`src/rtl/prim_subreg_cdc_arb_pkg.sv`:
```
// Shared types for the register CDC write scheduler.
package prim_subreg_cdc_arb_pkg;

  typedef enum logic [1:0] {
    StIdle = 2'd0,
    StWait = 2'd1,
    StDone = 2'd2
  } state_e;

endpackage

```
`src/rtl/prim_subreg_cdc_rr_arb.sv`:
```
// Combinational round-robin picker: lowest set request at or above ptr, wrapping.
module prim_subreg_cdc_rr_arb #(
  parameter int NumReq = 4,
  parameter int IW     = $clog2(NumReq)
) (
  input  logic [NumReq-1:0] req,
  input  logic [IW-1:0]     ptr,
  output logic [NumReq-1:0] gnt_onehot,
  output logic [IW-1:0]     idx,
  output logic              valid
);

  logic [NumReq-1:0]   mask;
  logic [2*NumReq-1:0] dbl;
  logic                found;

  // Upper copy is unmasked, so a miss above ptr falls through to the wrapped search.
  always_comb begin
    mask  = '0;
    found = 1'b0;
    idx   = '0;
    for (int i = 0; i < NumReq; i++) begin
      mask[i] = (IW'(i) >= ptr);
    end
    dbl = {req, req & mask};
    for (int i = 0; i < 2 * NumReq; i++) begin
      if (!found && dbl[i]) begin
        found = 1'b1;
        idx   = IW'(i % NumReq);
      end
    end
    valid      = |req;
    gnt_onehot = valid ? (NumReq'(1) << idx) : '0;
  end

endmodule

```
`src/rtl/prim_subreg_cdc_arb.sv`:
```
// Source-domain write scheduler for one register CDC channel: round-robin
// arbitration, one request in flight, periodic update pulse, hang detection.
//
// state  | meaning
// StIdle | channel free; grant when a request is pending and busy is low
// StWait | write issued; waiting for the channel to drop busy or time out
// StDone | one-cycle completion pulse to the owner; advance round-robin ptr
module prim_subreg_cdc_arb
  import prim_subreg_cdc_arb_pkg::*;
#(
  parameter int NumReq        = 4,
  parameter int DW            = 32,
  parameter int UpdatePeriod  = 16,
  parameter int TimeoutCycles = 1024
) (
  input  logic                     clk_i,
  input  logic                     rst_i,
  input  logic [NumReq-1:0]        req_i,
  input  logic [NumReq-1:0][DW-1:0] wdata_i,
  output logic [NumReq-1:0]        gnt_o,
  output logic [NumReq-1:0]        done_o,
  output logic                     err_o,
  output logic [DW-1:0]            rdata_o,
  output logic                     cdc_req_o,
  output logic [DW-1:0]            cdc_data_o,
  output logic                     cdc_update_o,
  input  logic                     cdc_busy_i,
  input  logic [DW-1:0]            cdc_rdata_i,
  output logic                     timeout_o,
  input  logic                     clr_timeout_i
);

  localparam int IW = $clog2(NumReq);
  localparam int UW = $clog2(UpdatePeriod);
  localparam int TW = $clog2(TimeoutCycles + 1);

  state_e          state_q, state_d;
  logic [IW-1:0]   ptr_q, owner_q;
  logic [UW-1:0]   upd_cnt_q;
  logic [TW-1:0]   wait_cnt_q, wait_inc;
  logic            abort_q, timeout_q;
  logic [DW-1:0]   rdata_q;

  logic [NumReq-1:0] arb_gnt;
  logic [IW-1:0]     arb_idx;
  logic              arb_valid;
  logic              grant, wait_to;

  prim_subreg_cdc_rr_arb #(
    .NumReq (NumReq),
    .IW     (IW)
  ) u_rr_arb (
    .req        (req_i),
    .ptr        (ptr_q),
    .gnt_onehot (arb_gnt),
    .idx        (arb_idx),
    .valid      (arb_valid)
  );

  assign grant    = (state_q == StIdle) && arb_valid && !cdc_busy_i;
  assign wait_inc = wait_cnt_q + TW'(1);

  always_comb begin
    state_d      = state_q;
    gnt_o        = '0;
    cdc_req_o    = 1'b0;
    cdc_data_o   = '0;
    done_o       = '0;
    err_o        = 1'b0;
    cdc_update_o = 1'b0;
    wait_to      = 1'b0;
    case (state_q)
      StIdle: begin
        if (grant) begin
          gnt_o      = arb_gnt;
          cdc_req_o  = 1'b1;
          cdc_data_o = wdata_i[arb_idx];
          state_d    = StWait;
        end else if (upd_cnt_q == UW'(UpdatePeriod - 1)) begin
          cdc_update_o = 1'b1;
        end
      end
      StWait: begin
        // wait_cnt_q == 0 marks the first WAIT cycle, where busy is not yet valid.
        if (wait_cnt_q != '0 && !cdc_busy_i) begin
          state_d = StDone;
        end else if (wait_inc == TW'(TimeoutCycles)) begin
          wait_to = 1'b1;
          state_d = StDone;
        end
      end
      StDone: begin
        done_o  = NumReq'(1) << owner_q;
        err_o   = abort_q;
        state_d = StIdle;
      end
      default: state_d = StIdle;
    endcase
  end

  always_ff @(posedge clk_i) begin
    if (rst_i) begin
      state_q    <= StIdle;
      ptr_q      <= '0;
      owner_q    <= '0;
      upd_cnt_q  <= '0;
      wait_cnt_q <= '0;
      abort_q    <= 1'b0;
      timeout_q  <= 1'b0;
      rdata_q    <= '0;
    end else begin
      state_q <= state_d;
      rdata_q <= cdc_rdata_i;

      if (grant) begin
        owner_q   <= arb_idx;
        upd_cnt_q <= '0;
      end else if (state_q == StIdle) begin
        upd_cnt_q <= cdc_update_o ? '0 : upd_cnt_q + UW'(1);
      end

      if (state_q == StWait) begin
        wait_cnt_q <= wait_inc;
      end else if (state_q == StDone) begin
        wait_cnt_q <= '0;
      end

      if (wait_to) begin
        abort_q <= 1'b1;
      end else if (state_q == StDone) begin
        abort_q <= 1'b0;
      end

      if (state_q == StDone) begin
        ptr_q <= (owner_q == IW'(NumReq - 1)) ? '0 : owner_q + IW'(1);
      end

      if (wait_to) begin
        timeout_q <= 1'b1;
      end else if (clr_timeout_i) begin
        timeout_q <= 1'b0;
      end
    end
  end

  assign timeout_o = timeout_q;
  assign rdata_o   = rdata_q;

endmodule
```
`config.mk`:
```
export PLATFORM = sky130hd
export DESIGN_NAME = prim_subreg_cdc_arb
export DESIGN_NICKNAME = d
export VERILOG_FILES = /design/src/rtl/prim_subreg_cdc_arb_pkg.sv /design/src/rtl/prim_subreg_cdc_rr_arb.sv /design/src/rtl/prim_subreg_cdc_arb.sv
export SDC_FILE = /design/constraint.sdc
export NUM_CORES = 1
export LEC_CHECK = 0
export CAP_MARGIN = 30
export CORE_UTILIZATION = 33
export DETAILED_ROUTE_END_ITERATION = 10
export GPL_TIMING_DRIVEN = 0
export HOLD_SLACK_MARGIN = 0.05
export PLACE_DENSITY = 0.79
export SLEW_MARGIN = 20
export SYNTH_ARGS = -nofsm -noshare
export SYNTH_HDL_FRONTEND = slang
export SYNTH_SLANG_ARGS = --single-unit
export TNS_END_PERCENT = 5
```
`constraint.sdc`:
```
create_clock -name clk_i -period 3 [get_ports clk_i]
set_clock_uncertainty 0.1 [all_clocks]
set_input_delay 0.9 -clock clk_i [delete_from_list [all_inputs] [get_ports clk_i]]
set_output_delay 0.9 -clock clk_i [all_outputs]
set_load 0.02 [all_outputs]
```
==> qor.csv <==
stage;metric;value;unit
route;vias;4653;
outcome;violations;negative setup slack;
final_layout;final_util;66.0;%
clock_tree;ctsHoldBuffers;0;
placement;placed_cell_area;6310;sq um
sta;post-route-period-util;115;%
yosys;synth_edf_count;0;
global_routing;grt.overflow.total;0;
yosys;synth_most_common_cell;dfxtp_1;
yosys;synth_ff_type;dfxtp_1;
sta;finalCriticalPeriod;3.44;ns
sta;setup_viol;37;
min_path;min_path_type;reg -> reg;
min_path;whs_path_depth;2;
yosys;synth_mux_area_share;2.37;%
worst_setup_path;end_kind;output pin;
clock_tree;cts_root_buf;clkbuf_8;
sta;report.final.slew_viol_count;0;
worst_setup_path;r2r_cells;6;
clock_tree;max-clock-path-buffers;2;
yosys;yosys-top-cells-count;dfxtp_1 (55), a21oi_1 (52), o21ai_0 (39);
die;core;10400;sq um
worst_setup_path;rr_startpoint;wait_cnt_q[1];
power_and_ir_drop;p_leak;2.65;nW
worst_setup_path;r2r_end;abort_q;
route;post_drt_wl_per_cell;18.0;um
yosys;async_flop_share;0;%
die;io_pins;244;
route;routed_via_density;5.45;
yosys;ys_ff_latch;55;
yosys;synth_fp_nets;633;
worst_setup_path;path_max_fanout;6;
clock_tree;clk_pin_slew;0.09;ns
clock_tree;cts_buffers;5;
clock_tree;cts.sinks;55;
route;wl;15400;um
worst_setup_path;ff2ff_setup_slack;0.68;ns
die;rows;37;
worst_setup_path;cp_data_required_time;2.00;ns
final_layout;fillerInstances;842;
power_and_ir_drop;powerDensity;499;nW/um^2
yosys;yosysSeqAreaShare;30.7;%
placement;pre_cts_ws;-1.55;ns
global_routing;first_global_vias;4675;
route;ant_nets;0;
global_routing;grt_max_degree;17;
yosys;postSynthCellCount;455;
sta;slew_headroom;47.4;%
placement;dp.final_hpwl;11900;um
min_path;hold_end;owner_q[1];
yosys;synth_top_cell_area_share;30.7;%
placement;port_buffers;242;
sta;finalHoldViolations;0;
worst_setup_path;worstPathArrival;2.44;ns
yosys;synth_fa_ha_area_share;3.48;%
job;maxCapViolCount;0;
sta;whs;0.412;ns
yosys;synthTopCellsByArea;dfxtp_1 (31%), a32oi_1 (7.8%), a21oi_1 (7.2%);
power_and_ir_drop;finalPower;0.00343;W
yosys;synth.distinct_cells;54;
worst_setup_path;crit_start;req_i[2];
die;die_y;106;um
clock_tree;cts_tree;yes;
power_and_ir_drop;ir_drop;0.285;mV
die;dieWidth;106;um
route;drc;0;
clock_tree;htree_levels;2;
yosys;ys_warn_count;0;
sta;max_freq;0.291;GHz
die;start_util;34.5;%
outcome;status;finished with violations;
worst_setup_path;crit_type;in -> out;
sta;tightestPinTransition;0.777;ns
global_routing;grt_usage;25.9;%
final_layout;nets;894;
yosys;synth-simple-area-share;25.5;%
route;drtPass1Iterations;4;
yosys;syn_area_per_cell;7.89;sq um
final_layout;syn_to_final_growth;91.6;%
yosys;synth_compound_area_share;30.9;%
worst_setup_path;start_kind;input port;
final_layout;antennaDiodeCount;0;
sta;grt_setup_unrepaired;yes;
yosys;synth_area;3590;sq um
sta;fin_ws;-0.442;ns
yosys;synth_top_area_cell;dfxtp_1;
global_routing;grt_pass1_wl;23100;um
placement;gp_congestion;0.897;
die;die_area;11300;sq um
yosys;synth_xor_area_share;0.488;%
final_layout;final_area;6880;sq um
route;drt_iter0_drc;296;
clock_tree;clk_latency;0.30;ns
global_routing;antenna_found_initial;0;
min_path;hold_path.startpoint;owner_q[1];
final_layout;layout-drive-gt1-share;22.6;%
yosys;synth_top_family_by_area;compound AO/OA/AOI/OAI gates;
[cells by family (layout without fill, tap and decap cells)]
logic type	Yosys count	in the layout
and+or+nand+nor	161	161
buffers and inverters	49	311
xor gates and xnor gates	2	2
muxes	8	8
DFF	55	55
AOI/OAI and AO/OA	170	170
adders and majority gates	10	10
[layout make-up]
type	instances	area, sq um	share of cell area (%)
tap	136	170	2.47
timing repair buffer	255	2520	36.7
multi-input combinational	351	2550	37.1
buffer	38	358	5.20
inverter	10	40.0	0.582
sequential	55	1100	16.0
clock inverter	2	60.1	0.873
clock buffer	6	72.6	1.05
[worst max path at each step]
stage / to / slack (ns) / depth (start not counted)
final: cdc_data_o[0] / -0.44 / 8
after global routing: cdc_data_o[9] / -0.48 / 8
after CTS: cdc_data_o[0] / -0.42 / 8
after detailed placement: cdc_data_o[21] / -1.55 / 8
after global placement: cdc_data_o[10] / -1.51 / 8
after floorplan: cdc_data_o[17] / -0.23 / 7
[what timing repair did]
item / 4_1_cts / 5_1_grt
endpoints found under the hold margin: 0 / 0
setup endpoints to repair: 41 / 38
pin swaps: 19 / 26
cloned: 2 / 0
resized for setup: 286 / 43
setup buffers: 9 / 2
[registers in the layout (all words and copies together), names as in the netlist]
| register | count |
|---|---|
| rdata_o | 32 |
| wait_cnt_q | 11 |
| upd_cnt_q | 4 |
| owner_q | 2 |
| ptr_q | 2 |
| state_q | 2 |
| abort_q | 1 |
| timeout_o | 1 |
[stage by stage]
step | setup TNS (ns) | cells
finish | -13.22 | 853
global route | -15.23 | 853
CTS | -12.27 | 851
detailed placement | -54.79 | 833
global placement | -53.08 | 833
floorplan | -7.44 | 455
[cell usage in the layout (no fill, tap or decap), drive strengths merged, types with 2 or more instances in the layout]
cell type	count
clkdlybuf4s50	200
buf	72
dfxtp	55
a21oi	52
o21ai	40
nor2b	39
nand3	36
a21o	32
a32oi	32
clkbuf	27
nor2	21
nand2	17
ha	10
inv	10
and2	10
nor3	10
mux2i	4
nand2b	4
mux2	4
nor3b	3
nand4	3
a211oi	3
or4	3
nor4	3
or3b	3
o21a	2
and3	2
xor2	2
o31ai	2
bufinv	2
and2b	2
a211o	2
[worst max-delay path, cell delays in order]
cell	delay [ns]
buf_8	0.11
nor2b_4	0.15
or4_4	0.55
nand2_8	0.14
buf_8	0.13
a32oi_2	0.09
a21oi_2	0.19
buf_4	0.17
[where the power goes]
| group | internal, W | switching, W |
|---|---|---|
| logic | 0.000977 | 0.00106 |
| clock network | 0.000334 | 0.000230 |
| registers | 0.000788 | 0.0000399 |
[routing by layer]
layer | global-route usage (%) | up-vias | routed length [um]
met3 | 5.27 | 36 | 873
met5 | 0 | - | 0
met4 | 10.1 | 0 | 469
li1 | - | 2195 | -
met2 | 45.1 | 207 | 7820
met1 | 30.9 | 2215 | 6220
No activity file was read; power rests on OpenSTA's default activity.
